--- config.mk ---
export PLATFORM = sky130hd
export DESIGN_NAME = ps2_key_buffer_flat
export DESIGN_NICKNAME = d
export VERILOG_FILES = /design/src/rtl/ps2_key_buffer_pkg.sv /design/src/rtl/ps2_key_buffer_if.sv /design/src/rtl/ps2_key_buffer_frame_rx.sv /design/src/rtl/ps2_key_buffer.sv /design/src/flat_wrapper.sv
export SDC_FILE = /design/constraint.sdc
export NUM_CORES = 1
export LEC_CHECK = 0
export BUFFER_PORTS_ARGS = -buffer_cell sky130_fd_sc_hd__buf_2
export CORE_ASPECT_RATIO = 1.2
export CORE_UTILIZATION = 50
export CTS_BUF_LIST = sky130_fd_sc_hd__clkbuf_16
export DETAILED_ROUTE_END_ITERATION = 12
export GPL_TIMING_DRIVEN = 0
export PLACE_DENSITY = 0.78
export SKIP_LAST_GASP = 1
export SYNTH_ARGS = -nofsm -noshare
export SYNTH_HDL_FRONTEND = slang
export SYNTH_SLANG_ARGS = --single-unit
--- constraint.sdc ---
create_clock -name CLOCK_27 -period 5.2 [get_ports CLOCK_27]
set_clock_uncertainty 0.2 [all_clocks]
set_input_delay 1.3 -clock CLOCK_27 [delete_from_list [all_inputs] [get_ports CLOCK_27]]
set_output_delay 1.3 -clock CLOCK_27 [all_outputs]
set_load 0.02 [all_outputs]
--- src/rtl/ps2_key_buffer_pkg.sv ---
// Shared types and helpers for the PS/2 hex-key buffer: prefix codes,
// receiver states, scancode lookup and frame parity check.
package ps2_pkg;

    localparam logic [7:0] SC_BREAK = 8'hF0;
    localparam logic [7:0] SC_EXT   = 8'hE0;

    typedef enum logic [1:0] {
        IDLE   = 2'd0,
        DATA   = 2'd1,
        PARITY = 2'd2,
        STOP   = 2'd3
    } rx_state_t;

    typedef struct packed {
        logic       valid;
        logic [3:0] nibble;
    } key_map_t;

    // Set-2 make codes of the hex keys 0-9, A-F.
    function automatic key_map_t scan_to_nibble(input logic [7:0] sc);
        key_map_t m;
        m.valid  = 1'b1;
        m.nibble = 4'h0;
        case (sc)
            8'h45:   m.nibble = 4'h0;
            8'h16:   m.nibble = 4'h1;
            8'h1E:   m.nibble = 4'h2;
            8'h26:   m.nibble = 4'h3;
            8'h25:   m.nibble = 4'h4;
            8'h2E:   m.nibble = 4'h5;
            8'h36:   m.nibble = 4'h6;
            8'h3D:   m.nibble = 4'h7;
            8'h3E:   m.nibble = 4'h8;
            8'h46:   m.nibble = 4'h9;
            8'h1C:   m.nibble = 4'hA;
            8'h32:   m.nibble = 4'hB;
            8'h21:   m.nibble = 4'hC;
            8'h23:   m.nibble = 4'hD;
            8'h24:   m.nibble = 4'hE;
            8'h2B:   m.nibble = 4'hF;
            default: m.valid  = 1'b0;
        endcase
        return m;
    endfunction

    function automatic logic odd_parity_ok(input logic [7:0] data, input logic par);
        return (^data) ^ par;
    endfunction

endpackage

--- src/rtl/ps2_key_buffer_if.sv ---
// Key FIFO consumer port: pop request in, FWFT head and occupancy out.
interface ps2_key_buffer_if #(
    parameter int FIFO_DEPTH = 8
) ();
    logic                          key_pop;
    logic                          key_valid;
    logic [3:0]                    key_code;
    logic [$clog2(FIFO_DEPTH):0]   key_count;

    modport master (output key_pop, input key_valid, key_code, key_count);
    modport slave  (input key_pop, output key_valid, key_code, key_count);
endinterface

--- src/rtl/ps2_key_buffer_frame_rx.sv ---
// PS/2 frame receiver: input synchronisers, falling-edge detect,
// start/data/parity/stop FSM and an in-frame idle timeout.
module ps2_frame_rx
    import ps2_pkg::*;
#(
    parameter int TIMEOUT_CYC = 27000
) (
    input  logic       i_clk,
    input  logic       i_rst_n,
    input  logic       i_ps2_clk,
    input  logic       i_ps2_dat,
    output logic [7:0] o_rx_byte,
    output logic       o_rx_valid,
    output logic       o_frame_err
);
    localparam int TW = $clog2(TIMEOUT_CYC + 1);

    logic [2:0]  r_clk_sync;
    logic [1:0]  r_dat_sync;
    logic        w_fe;
    logic        w_dat;
    rx_state_t   r_state, w_state_nxt;
    logic [2:0]  r_bit_cnt, w_bit_cnt_nxt;
    logic [7:0]  r_shift, w_shift_nxt;
    logic        r_par, w_par_nxt;
    logic [TW-1:0] r_to_cnt;
    logic        w_timeout;
    logic        w_good, w_err;
    logic        r_rx_valid, r_frame_err;

    // [2] is the previous value of the second sync stage, for edge detect.
    assign w_fe      = r_clk_sync[2] & ~r_clk_sync[1];
    assign w_dat     = r_dat_sync[1];
    assign w_timeout = (r_state != IDLE) && (r_to_cnt == TW'(TIMEOUT_CYC));

    // Two-flop synchronisers, idle-high.
    always_ff @(posedge i_clk) begin
        if (!i_rst_n) begin
            r_clk_sync <= 3'b111;
            r_dat_sync <= 2'b11;
        end else begin
            r_clk_sync <= {r_clk_sync[1:0], i_ps2_clk};
            r_dat_sync <= {r_dat_sync[0], i_ps2_dat};
        end
    end

    // Idle-cycle counter inside a frame.
    always_ff @(posedge i_clk) begin
        if (!i_rst_n || r_state == IDLE || w_fe) begin
            r_to_cnt <= '0;
        end else begin
            r_to_cnt <= r_to_cnt + TW'(1);
        end
    end

    // Next-state and frame outcome.
    always_comb begin
        w_state_nxt   = r_state;
        w_bit_cnt_nxt = r_bit_cnt;
        w_shift_nxt   = r_shift;
        w_par_nxt     = r_par;
        w_good        = 1'b0;
        w_err         = 1'b0;
        if (w_timeout) begin
            w_state_nxt = IDLE;
            w_err       = 1'b1;
        end else if (w_fe) begin
            case (r_state)
                IDLE: begin
                    if (!w_dat) begin
                        w_state_nxt   = DATA;
                        w_bit_cnt_nxt = 3'd0;
                    end else begin
                        w_state_nxt = IDLE;
                    end
                end
                DATA: begin
                    w_shift_nxt = {w_dat, r_shift[7:1]};
                    if (r_bit_cnt == 3'd7) begin
                        w_state_nxt = PARITY;
                    end else begin
                        w_bit_cnt_nxt = r_bit_cnt + 3'd1;
                    end
                end
                PARITY: begin
                    w_par_nxt   = w_dat;
                    w_state_nxt = STOP;
                end
                STOP: begin
                    if (w_dat && odd_parity_ok(r_shift, r_par)) begin
                        w_good = 1'b1;
                    end else begin
                        w_err = 1'b1;
                    end
                    w_state_nxt = IDLE;
                end
                default: w_state_nxt = IDLE;
            endcase
        end else begin
            w_state_nxt = r_state;
        end
    end

    // FSM and output registers.
    always_ff @(posedge i_clk) begin
        if (!i_rst_n) begin
            r_state     <= IDLE;
            r_bit_cnt   <= 3'd0;
            r_shift     <= 8'h00;
            r_par       <= 1'b0;
            r_rx_valid  <= 1'b0;
            r_frame_err <= 1'b0;
        end else begin
            r_state     <= w_state_nxt;
            r_bit_cnt   <= w_bit_cnt_nxt;
            r_shift     <= w_shift_nxt;
            r_par       <= w_par_nxt;
            r_rx_valid  <= w_good;
            r_frame_err <= w_err;
        end
    end

    assign o_rx_byte   = r_shift;
    assign o_rx_valid  = r_rx_valid;
    assign o_frame_err = r_frame_err;

endmodule

--- src/rtl/ps2_key_buffer.sv ---
// PS/2 hex-key buffer: prefix tracking, FWFT key FIFO and digit history.
// NUM_DIGITS must be at least 2.
module ps2_key_buffer
    import ps2_pkg::*;
#(
    parameter int FIFO_DEPTH  = 8,
    parameter int NUM_DIGITS  = 4,
    parameter int TIMEOUT_CYC = 27000
) (
    input  logic                    CLOCK_27,
    input  logic                    RESET_N,
    input  logic                    PS2_CLK,
    input  logic                    PS2_DAT,
    ps2_key_buffer_if.slave         key_if,
    output logic [4*NUM_DIGITS-1:0] digits,
    output logic                    overflow,
    output logic                    frame_err
);
    localparam int AW = $clog2(FIFO_DEPTH);
    localparam int CW = AW + 1;

    logic [7:0]  w_rx_byte;
    logic        w_rx_valid;
    key_map_t    w_map;
    logic        r_brk, r_ext, w_brk_nxt, w_ext_nxt;
    logic        r_push, w_push_nxt;
    logic [3:0]  r_push_code, w_code_nxt;
    logic [3:0]  r_mem [FIFO_DEPTH];
    logic [AW-1:0] r_wr_ptr, r_rd_ptr;
    logic [CW-1:0] r_count;
    logic        w_full, w_empty, w_do_push, w_do_pop;
    logic [4*NUM_DIGITS-1:0] r_digits;
    logic        r_overflow;

    ps2_frame_rx #(.TIMEOUT_CYC(TIMEOUT_CYC)) u_rx (
        .i_clk       (CLOCK_27),
        .i_rst_n     (RESET_N),
        .i_ps2_clk   (PS2_CLK),
        .i_ps2_dat   (PS2_DAT),
        .o_rx_byte   (w_rx_byte),
        .o_rx_valid  (w_rx_valid),
        .o_frame_err (frame_err)
    );

    assign w_map = scan_to_nibble(w_rx_byte);

    // A byte following a break or extended prefix is swallowed.
    always_comb begin
        w_brk_nxt  = r_brk;
        w_ext_nxt  = r_ext;
        w_push_nxt = 1'b0;
        w_code_nxt = r_push_code;
        if (w_rx_valid) begin
            if (w_rx_byte == SC_BREAK) begin
                w_brk_nxt = 1'b1;
            end else if (w_rx_byte == SC_EXT) begin
                w_ext_nxt = 1'b1;
            end else if (r_brk || r_ext) begin
                w_brk_nxt = 1'b0;
                w_ext_nxt = 1'b0;
            end else if (w_map.valid) begin
                w_push_nxt = 1'b1;
                w_code_nxt = w_map.nibble;
            end else begin
                w_push_nxt = 1'b0;
            end
        end else begin
            w_push_nxt = 1'b0;
        end
    end

    assign w_full    = (r_count == CW'(FIFO_DEPTH));
    assign w_empty   = (r_count == CW'(0));
    assign w_do_pop  = key_if.key_pop && !w_empty;
    assign w_do_push = r_push && (!w_full || w_do_pop);

    // Prefix flags, push stage, FIFO pointers, history and overflow.
    always_ff @(posedge CLOCK_27) begin
        if (!RESET_N) begin
            r_brk       <= 1'b0;
            r_ext       <= 1'b0;
            r_push      <= 1'b0;
            r_push_code <= 4'h0;
            r_wr_ptr    <= '0;
            r_rd_ptr    <= '0;
            r_count     <= '0;
            r_digits    <= '0;
            r_overflow  <= 1'b0;
        end else begin
            r_brk       <= w_brk_nxt;
            r_ext       <= w_ext_nxt;
            r_push      <= w_push_nxt;
            r_push_code <= w_code_nxt;
            if (w_do_push) r_wr_ptr <= r_wr_ptr + AW'(1);
            if (w_do_pop)  r_rd_ptr <= r_rd_ptr + AW'(1);
            case ({w_do_push, w_do_pop})
                2'b10:   r_count <= r_count + CW'(1);
                2'b01:   r_count <= r_count - CW'(1);
                default: r_count <= r_count;
            endcase
            if (r_push) r_digits <= {r_digits[4*NUM_DIGITS-5:0], r_push_code};
            if (r_push && w_full && !w_do_pop) r_overflow <= 1'b1;
        end
    end

    // Storage array; contents are don't-care while empty.
    always_ff @(posedge CLOCK_27) begin
        if (w_do_push) r_mem[r_wr_ptr] <= r_push_code;
    end

    assign key_if.key_valid = !w_empty;
    assign key_if.key_code  = w_empty ? 4'h0 : r_mem[r_rd_ptr];
    assign key_if.key_count = r_count;
    assign digits           = r_digits;
    assign overflow         = r_overflow;

endmodule

--- src/flat_wrapper.sv ---
// flat-port wrapper written by rule: the top's interface ports become plain ports
module ps2_key_buffer_flat import ps2_pkg::*;
#(
    parameter int FIFO_DEPTH  = 8,
    parameter int NUM_DIGITS  = 4,
    parameter int TIMEOUT_CYC = 27000
)
  (CLOCK_27, RESET_N, PS2_CLK, PS2_DAT, digits, overflow, frame_err, key_if_key_pop, key_if_key_valid, key_if_key_code, key_if_key_count);
  ps2_key_buffer_if #(.FIFO_DEPTH(FIFO_DEPTH)) key_if_i ();
  input  logic CLOCK_27;
  input  logic RESET_N;
  input  logic PS2_CLK;
  input  logic PS2_DAT;
  output logic [4*NUM_DIGITS-1:0] digits;
  output logic overflow;
  output logic frame_err;
  input wire logic [$bits(key_if_i.key_pop)-1:0] key_if_key_pop;
  output wire logic [$bits(key_if_i.key_valid)-1:0] key_if_key_valid;
  output wire logic [$bits(key_if_i.key_code)-1:0] key_if_key_code;
  output wire logic [$bits(key_if_i.key_count)-1:0] key_if_key_count;
  assign key_if_i.key_pop = key_if_key_pop;
  assign key_if_key_valid = key_if_i.key_valid;
  assign key_if_key_code = key_if_i.key_code;
  assign key_if_key_count = key_if_i.key_count;
  ps2_key_buffer #(.FIFO_DEPTH(FIFO_DEPTH), .NUM_DIGITS(NUM_DIGITS), .TIMEOUT_CYC(TIMEOUT_CYC)) u_core (.CLOCK_27(CLOCK_27), .RESET_N(RESET_N), .PS2_CLK(PS2_CLK), .PS2_DAT(PS2_DAT), .key_if(key_if_i), .digits(digits), .overflow(overflow), .frame_err(frame_err));
endmodule
### Yosys cells after proc, flatten, opt, wreduce, memory -nomap -nowiden

Memories as Yosys holds them, arrays and structs flattened. A register that Yosys moved wholly into a read port is not among the register bits.
Index checks and enable logic that the tools add are counted.

| word-level totals | value |
|---|---|
| RAM bits | 32 |
| bits in latches | 0 |
| word-level logic and storage cells | 123 |
| register bits | 70 |
| bits of input ports | 5 |
| memory bits (read-only) | 0 |
| output and inout port bits | 27 |
| memories | 1 |

Memory list:

| name | depth | width | read ports | clocked after memory_dff | wr ports | line | RTL |
|---|---|---|---|---|---|---|---|
| u_core.r_mem | 8 | 4 | 1 | 1 | 1 | ps2_key_buffer.sv:28 | `logic [3:0] r_mem [FIFO_DEPTH];` |

| cells by class | value |
|---|---|
| bitwise operators | 11 |
| shifts and indexed selects | 0 |
| muxes and demuxes | 24 |
| $mul | 0 |
| add/sub/neg operators | 6 |
| eq/ne operators | 30 |
| div/mod/pow operators | 0 |
| reductions and logical operators | 33 |
| magnitude comparators | 0 |

Operators by type and width:

| operator | count |
|---|---|
| == test 8 x 6 -> 1 bit, second input constant | 11 |
| one-hot mux 4 bit (15 select lines) | 1 |
| == test 8 x 5 -> 1 bit, second input constant | 3 |
| == test 8 x 7 -> 1 bit, second input constant | 2 |
| == test 8 bit, second input constant | 2 |
| OR reduction 16 bit | 1 |
| adder 15 x 1 -> 15 bit, second input constant | 1 |
| == test 15 bit, second input constant | 1 |
| two-way mux 1 bit | 14 |
| two-way mux 3 bit | 4 |
| AND reduction 3 bit | 4 |
| AND reduction 5 bit | 2 |
| nonzero test 2 bit | 5 |
| adder 3 x 1 -> 3 bit, second input constant | 3 |
| inverter 1 bit | 9 |
| one-hot mux 2 bit (4 select lines) | 1 |
| one-hot mux 4 bit (2 select lines) | 1 |
| XOR reduction 8 bit | 1 |
| == test 2 bit, second input constant | 3 |
| logical AND 1 bit | 6 |
| != test 2 bit, second input constant | 3 |
| one-hot mux 3 bit (2 select lines) | 1 |
| OR reduction 5 bit | 1 |
| adder 4 x 1 -> 4 bit, second input constant | 1 |
| other kinds (16) | 23 |

### Longest topological paths before layout

Gate-level depths: netlist of the first run.

| logic depth | value |
|---|---|
| depth after elaboration | 7 |
| depth in mapped cells | 9 |
| mapped depth without buffers | 8 |

### Modules after synthesis

A second synthesis of the first run with hierarchy kept.

| unflattened totals | value |
|---|---|
| cells, all modules | 442 |
| area total of the unflattened synthesis | 4,883.4 µm² |

Modules (own cells, without submodules):

| module | area an instance (µm²) | times used | cells each | sequential area each (µm²) |
|---|---|---|---|---|
| ps2_key_buffer | 3,186.8 | 1 | 268 | 1,701.6 |
| ps2_frame_rx | 1,696.6 | 1 | 174 | 720.7 |

### Worst setup path after synthesis of the first run

OpenSTA, ideal clock, no wires.

| path | value |
|---|---|
| path kind | register -> output |
| from | reg (tool-made name) |
| to | out key_if_key_code[0] |
| buffers on the path | 1 |
| data arrival time | 1.276 ns |
| data required time | 3.700 ns |
| path slack | 2.424 ns |
| stages on the path, launching flop included | 5 |
| cells stage by stage | dfxtp_1 > buf_2 > mux4_2 > mux2i_1 > nor2_1 |

RTL lines:

| item | line | RTL |
|---|---|---|
| to (decl) | flat_wrapper.sv:19 | `output wire logic [$bits(key_if_i.key_code)-1:0] key_if_key_code;` |

==> results of run 1 <==
==> routing by layer <==
layer,GRT usage (%),part of all wire (%),vias up
met4,7.03,1.4,0
met2,35.3,53,48
li1,-,-,1604
met1,20.6,43,1543
met5,0,0,-
met3,3.66,2.6,10
==> logic make-up after synthesis <==
| group | Yosys count | share of synthesized area [%] |
|---|---|---|
| xor+xnor | 21 | 3.92 |
| fa+ha+maj | 28 | 7.46 |
| mux | 45 | 11.7 |
| simple gates | 158 | 16.6 |
| buf+inv | 35 | 3.06 |
| compound gates | 42 | 5.65 |
| flops | 105 | 51.6 |
==> placed cells by master (no fill, tap or decap), types with 5 or more instances in the layout <==
cell	count
sky130_fd_sc_hd__a21oi_1	12
sky130_fd_sc_hd__a22oi_1	5
sky130_fd_sc_hd__buf_2	35
sky130_fd_sc_hd__clkbuf_1	8
sky130_fd_sc_hd__clkbuf_16	9
sky130_fd_sc_hd__dfxtp_1	73
sky130_fd_sc_hd__edfxtp_1	32
sky130_fd_sc_hd__ha_1	28
sky130_fd_sc_hd__inv_1	20
sky130_fd_sc_hd__mux2i_1	37
sky130_fd_sc_hd__mux4_2	8
sky130_fd_sc_hd__nand2_1	23
sky130_fd_sc_hd__nand2b_1	13
sky130_fd_sc_hd__nand3_1	10
sky130_fd_sc_hd__nor2_1	71
sky130_fd_sc_hd__nor3_1	9
sky130_fd_sc_hd__o21ai_0	13
sky130_fd_sc_hd__xnor2_1	8
sky130_fd_sc_hd__xor2_1	13
==> cell type report <==
cell class,count,area (um2),area share (%)
flip-flops and latches,105,2420,45.6
clock buffers,9,225,4.24
plain buffers,14,65.1,1.22
repair buffers,31,155,2.92
inverters,21,78.8,1.48
multi-input cells,294,2130,40.0
well taps,120,150,2.82
clock inverters,7,90.1,1.69
==> final timing paths <==
path                                                   to  slack, ns  depth (start not counted)
worst min register to register  u_core.u_rx.r_dat_sync[1]       0.21                          1
worst max-delay path                   key_if_key_code[3]       1.82                          5
worst min-delay path            u_core.u_rx.r_dat_sync[1]       0.21                          1
worst max register to register   u_core.u_rx.o_rx_byte[0]       2.75                          8
==> worst max-delay path, cell delays in order, from the launching register on <==
cell and delay (ns):
sky130_fd_sc_hd__dfxtp_1 0.31, sky130_fd_sc_hd__buf_2 0.26, sky130_fd_sc_hd__mux4_2 0.55, sky130_fd_sc_hd__mux2i_1 0.19
sky130_fd_sc_hd__nor2_1 0.05, sky130_fd_sc_hd__buf_2 0.16
==> cells in the mapped netlist (all sizes together), types with 3 or more instances <==
library cell / n / area share, %
clkbuf: 8 / 0.64
nand3b: 4 / 0.64
a221oi: 3 / 0.56
a22oi: 5 / 0.80
nor4: 5 / 0.99
nand4: 4 / 0.53
buf: 6 / 0.75
nor3: 9 / 0.96
nor2: 72 / 5.8
or3: 4 / 0.53
xnor2: 8 / 1.5
nand3: 10 / 1.1
mux4: 8 / 3.8
inv: 20 / 1.6
a21oi: 12 / 1.3
o21ai: 13 / 1.4
ha: 28 / 7.5
nand2b: 13 / 1.7
xor2: 13 / 2.4
nand2: 23 / 1.8
edfxtp: 32 / 20
dfxtp: 73 / 31
and4: 3 / 0.56
mux2i: 37 / 7.9
==> power breakdown <==
group	internal, W	leakage, nW	switching [W]
logic	0.0000285	0.903	0.0000444
registers	0.000843	0.885	0.00000590
clock network	0.000384	0.152	0.000313
==> through the flow <==
stage / setup WS (ns) / hold WS, ns
after global placement: 2.14 / 0.188
final: 1.82 / 0.207
after global routing: 1.73 / 0.221
after floorplan: 2.42 / 0.186
after CTS: 1.80 / 0.210
after detailed placement: 2.15 / 0.193
==> flip-flops by register name, summed over array words and instances (netlist names), 2 cells and up, named ones only <==
signal and cells:
u_core.digits 16, u_core.u_rx.r_bit_cnt 3, u_core.r_push_code 4, u_core.r_wr_ptr 3
u_core.u_rx.r_to_cnt 15, u_core.r_mem 32, u_core.u_rx.r_dat_sync 2, u_core.key_if.key_count 4
u_core.u_rx.r_state 2, u_core.r_rd_ptr 3, u_core.u_rx.o_rx_byte 8, u_core.u_rx.r_clk_sync 3
==> impl_metrics.tcl, run 1 <==
set metrics [dict create \
    first_pass_grt_wire_length_um 14500 \
    clkSlewWorstSetupHoldPaths_ns 0.07 \
    crit_type "reg -> out" \
    die_area_um2 9780 \
    design.core.area_um2 9080 \
    grt_max_degree 20 \
    crit_path_end_kind "output port" \
    globalRouteOverflowTotal 0 \
    cts_hold_repair.buffers 0 \
    drv.max_cap_violation_count 0 \
    io_pins 32 \
    synthesis.instances 434 \
    post_cts_resize_count 0 \
    final_design_area_no_fill_um2 5320 \
    vias_in_the_first_global_route 3204 \
    ctsRootBufferMaster "sky130_fd_sc_hd__clkbuf_16" \
    asyncSetResetFlopFracSynth_pct 0 \
    synthToLayoutAreaGrowth_pct 13.2 \
    routed_wirelength_um 8510 \
    count_of_warnings_emitted_by_yosys 0 \
    post_synth_num_cell_types 45 \
    period_minus_slack_ns 3.38 \
    slew_viol_final 0 \
    net_count_after_synthesis 467 \
    final_cell_count_no_fill 601 \
    critical_path.reg2reg.startpoint "u_core.u_rx.r_state[0]" \
    seq_area_frac_synth_pct 51.6 \
    cts-buffers-inserted 9 \
    synth-edff-count 32 \
    fp.dieH_um 108 \
    cp_launch_type "register" \
    post_drt_via_cell_ratio 5.33 \
    tcrit_tclk_final_pct 64.9 \
    detailed_place.area_um2 5000 \
    postSynthRegisterBits 105 \
    worst_min_path_class "reg -> reg" \
    power.ir.vdd_worst_mv 0.308 \
    final_hold_viol_count 0 \
    power_density_nw_per_um2 305 \
    cts_buffer_depth 2 \
    via_count 3205 \
    grt_setup_unrepaired "false" \
    max_slew.worst_pin.slew_ns 0.610 \
    setup_viol 0 \
    cts_max_level 3 \
    ratio_of_cells_with_drive_above_1_in_the_final_layout_pct 13.9 \
    route.detailed.drc 0 \
    post-cts-setup-buffer-count 0 \
    critPathMaxFanout 8 \
    fp.dieW_um 90.5 \
    placement_rows 38 \
    static_leak_nw 1.94 \
    gr-usage-all-layers_pct 18.7 \
    max_clock_freq_mhz 296 \
    cts_sinks 105 \
    detail_route.iter0.violations 191 \
    syn_area_per_cell_um2 10.8 \
    ant_nets 0 \
    min_from "u_core.u_rx.r_dat_sync[0]" \
    wire_per_inst_um 14.2 \
    gp_congestion 0.816 \
    outcome "finished, final reports clean" \
    clock_tree_from_tritoncts "built" \
    n_antenna_cell 0 \
    insertion_delay_ns 0.34 \
    final_core_util_pct 58.5 \
    setup_total_negative_slack_ns 0 \
    post_synth_instance_area_um2 4690 \
    number_of_buffers_added_on_ports 31 \
    ys.flop_type "sky130_fd_sc_hd__dfxtp_1" \
    timing.critical_path.required_ns 3.70 \
    drt_pass1_iterations 7 \
    hpwl_um 6220 \
    number_of_antenna_violations_at_the_first_check_in_global_routing 0 \
    starting_density_pct 51.7 \
    critPathArrivalTime_ns 1.88 \
    placed_cells 585 \
    max-slew-margin-rel_pct 59.0 \
    fin_total_pwr_w 0.00162 \
    num-nets-final 509 \
    final.fill_count 731 \
]
Note: power is estimated with default switching activity, not from simulation.
==> inputs of run 2 (changes only) <==
--- a/config.mk
+++ b/config.mk
@@ -11,7 +11,7 @@
 export CTS_BUF_LIST = sky130_fd_sc_hd__clkbuf_16
 export DETAILED_ROUTE_END_ITERATION = 12
 export GPL_TIMING_DRIVEN = 0
-export PLACE_DENSITY = 0.78
+export PLACE_DENSITY = 0.81
 export SKIP_LAST_GASP = 1
 export SYNTH_ARGS = -nofsm -noshare
 export SYNTH_HDL_FRONTEND = slang
==> constraint.sdc (replaced) <==
create_clock -name CLOCK_27 -period 2.8 [get_ports CLOCK_27]
set_clock_uncertainty 0.2 [all_clocks]
set_input_delay 0.7 -clock CLOCK_27 [delete_from_list [all_inputs] [get_ports CLOCK_27]]
set_output_delay 0.7 -clock CLOCK_27 [all_outputs]
set_load 0.02 [all_outputs]
==> run 2 against run 1 <==
Compared with the run above:
- non-clock buffer count down 1
- first-iteration DRC count decreased by 0.52%
- sequential share of layout area up 0.41 points
- sequential power is 86% higher
- utilization shrank 0.52 points
==> impl_metrics.tcl, run 2 (same netlist as run 1, synthesis figures left out) <==
set metrics [dict create \
    worst_setup_slack_final_ns 0.110 \
    grt_max_degree 18 \
    largest_register_ff_count 32 \
    power.ir.vdd_worst_mv 0.330 \
    clock_tree_from_tritoncts "built" \
    max_slew.worst_pin.slew_ns 0.625 \
    number_of_buffers_added_on_ports 31 \
    vias_in_the_first_global_route 3184 \
    placement_rows 38 \
    detailed_place.area_um2 5000 \
    final_hold_viol_count 0 \
    synthToLayoutAreaGrowth_pct 12.2 \
    via_count 3202 \
    min_from "u_core.u_rx.r_clk_sync[0]" \
    starting_density_pct 51.7 \
    crit_path_end_kind "output port" \
    outcome "finished, final reports clean" \
    cp_launch_type "register" \
    n_antenna_cell 0 \
    setup_total_negative_slack_ns 0 \
    final_core_util_pct 58.0 \
    slew_viol_final 0 \
    ratio_of_cells_with_drive_above_1_in_the_final_layout_pct 13.4 \
    critical_path.reg2reg.startpoint "u_core.u_rx.r_state[0]" \
    route.detailed.drc 0 \
    number_of_antenna_violations_at_the_first_check_in_global_routing 0 \
    layout.cells.most_common "sky130_fd_sc_hd__dfxtp_1" \
    power_density_nw_per_um2 543 \
    setup_viol 0 \
    rr_worst_depth 8 \
    routed_wirelength_um 8780 \
    first_pass_grt_wire_length_um 14800 \
    max_clock_freq_mhz 372 \
    worst_min_path_class "reg -> reg" \
    num-nets-final 508 \
    cts_hold_repair.buffers 0 \
    cts_sinks 105 \
    static_leak_nw 1.92 \
    min_delay_worst_endpoint "u_core.u_rx.r_clk_sync[1]" \
    cts-buffers-inserted 9 \
    die_area_um2 9780 \
    reg2reg_setup_slack_ns 0.30 \
    insertion_delay_ns 0.34 \
    globalRouteOverflowTotal 0 \
    drv.max_cap_violation_count 0 \
    drt_pass1_iterations 4 \
    tcrit_tclk_final_pct 96.1 \
    io_pins 32 \
    design.core.area_um2 9080 \
    post-cts-setup-buffer-count 0 \
    fin_total_pwr_w 0.00286 \
    critPathArrivalTime_ns 1.79 \
    grt_setup_unrepaired "false" \
    largest-register "u_core.r_mem" \
    timing.critical_path.required_ns 1.90 \
    max-slew-margin-rel_pct 58.0 \
    fp.dieH_um 108 \
    most_used_cells_in_the_layout_excluding_fill_and_tap_cells "sky130_fd_sc_hd__dfxtp_1, sky130_fd_sc_hd__nor2_1, sky130_fd_sc_hd__mux2i_1" \
    r2r-end "u_core.u_rx.o_rx_byte[5]" \
    worst_slack_placed_ns 0.280 \
    crit_type "reg -> out" \
    clkSlewWorstSetupHoldPaths_ns 0.07 \
    hpwl_um 6420 \
    gr-usage-all-layers_pct 19.2 \
    cts_buffer_depth 2 \
    cts_max_level 3 \
    ant_nets 0 \
    final_design_area_no_fill_um2 5270 \
    period_minus_slack_ns 2.69 \
    post_drt_via_cell_ratio 5.35 \
    final.fill_count 741 \
    wire_per_inst_um 14.7 \
    min_path_cells 1 \
    critPathMaxFanout 8 \
    fp.dieW_um 90.5 \
    gp_congestion 0.946 \
    ctsRootBufferMaster "sky130_fd_sc_hd__clkbuf_16" \
    detail_route.iter0.violations 190 \
]
[run 2: cell count changes in the layout (fill, tap and decap cells not counted), sizes merged]
| cell | delta |
|---|---|
| bufinv | -1 |
| clkbuf | -1 |
| clkinv | -1 |
| inv | +1 |
[run 2: power by group]
group          switching (W)  internal [W]
registers          0.0000108       0.00157
clock network       0.000541      0.000603
logic              0.0000841     0.0000539
total               0.000636       0.00222
[run 2: worst max path at each step]
stage                                    start                    endpoint  slack (ns)  cells after the start
finish                                register          key_if_key_code[1]        0.11                      5
global route                          register          key_if_key_code[1]        0.04                      5
CTS                                   register          key_if_key_code[1]        0.05                      5
detailed placement      u_core.u_rx.r_state[0]    u_core.u_rx.o_rx_byte[5]        0.28                      8
global placement                key_if_key_pop          u_core.r_mem[0][0]        0.34                      5
floorplan           u_core.key_if.key_count[1]  u_core.key_if.key_count[2]        0.57                      9
[run 2: final cells by class]
class / count / area, um2 / share of cell area (%)
Inverter: 21 / 78.8 / 1.50
Timing Repair Buffer: 31 / 155 / 2.95
Clock buffer: 9 / 225 / 4.28
Tap cell: 120 / 150 / 2.85
Sequential cell: 105 / 2420 / 46.0
Clock inverter: 6 / 43.8 / 0.831
Multi-Input combinational cell: 294 / 2130 / 40.4
Buffer: 13 / 63.8 / 1.21
[run 2: stage by stage]
step	cells	hold WS, ns
floorplan	434	0.186
global placement	585	0.193
detailed placement	585	0.208
CTS	600	0.224
global route	599	0.231
finish	599	0.217
[run 2: timing repair]
item | 4_1_cts | 5_1_grt
endpoints found under the setup margin | 1 | 2
resized for setup | 1 | 0
pin swaps | 0 | 0
[run 2: worst max-delay path, cell delays in order (launching register included)]
cell,delay (ns)
sky130_fd_sc_hd__dfxtp_1,0.31
sky130_fd_sc_hd__buf_4,0.20
sky130_fd_sc_hd__mux4_2,0.54
sky130_fd_sc_hd__mux2i_1,0.18
sky130_fd_sc_hd__nor2_1,0.06
sky130_fd_sc_hd__buf_2,0.16
[run 2: routing by layer]
layer	part of all wire, %	global-route usage, %
met1	41	20.2
met2	53	36.9
met3	3.3	3.31
met4	2.2	9.56
met5	0	0
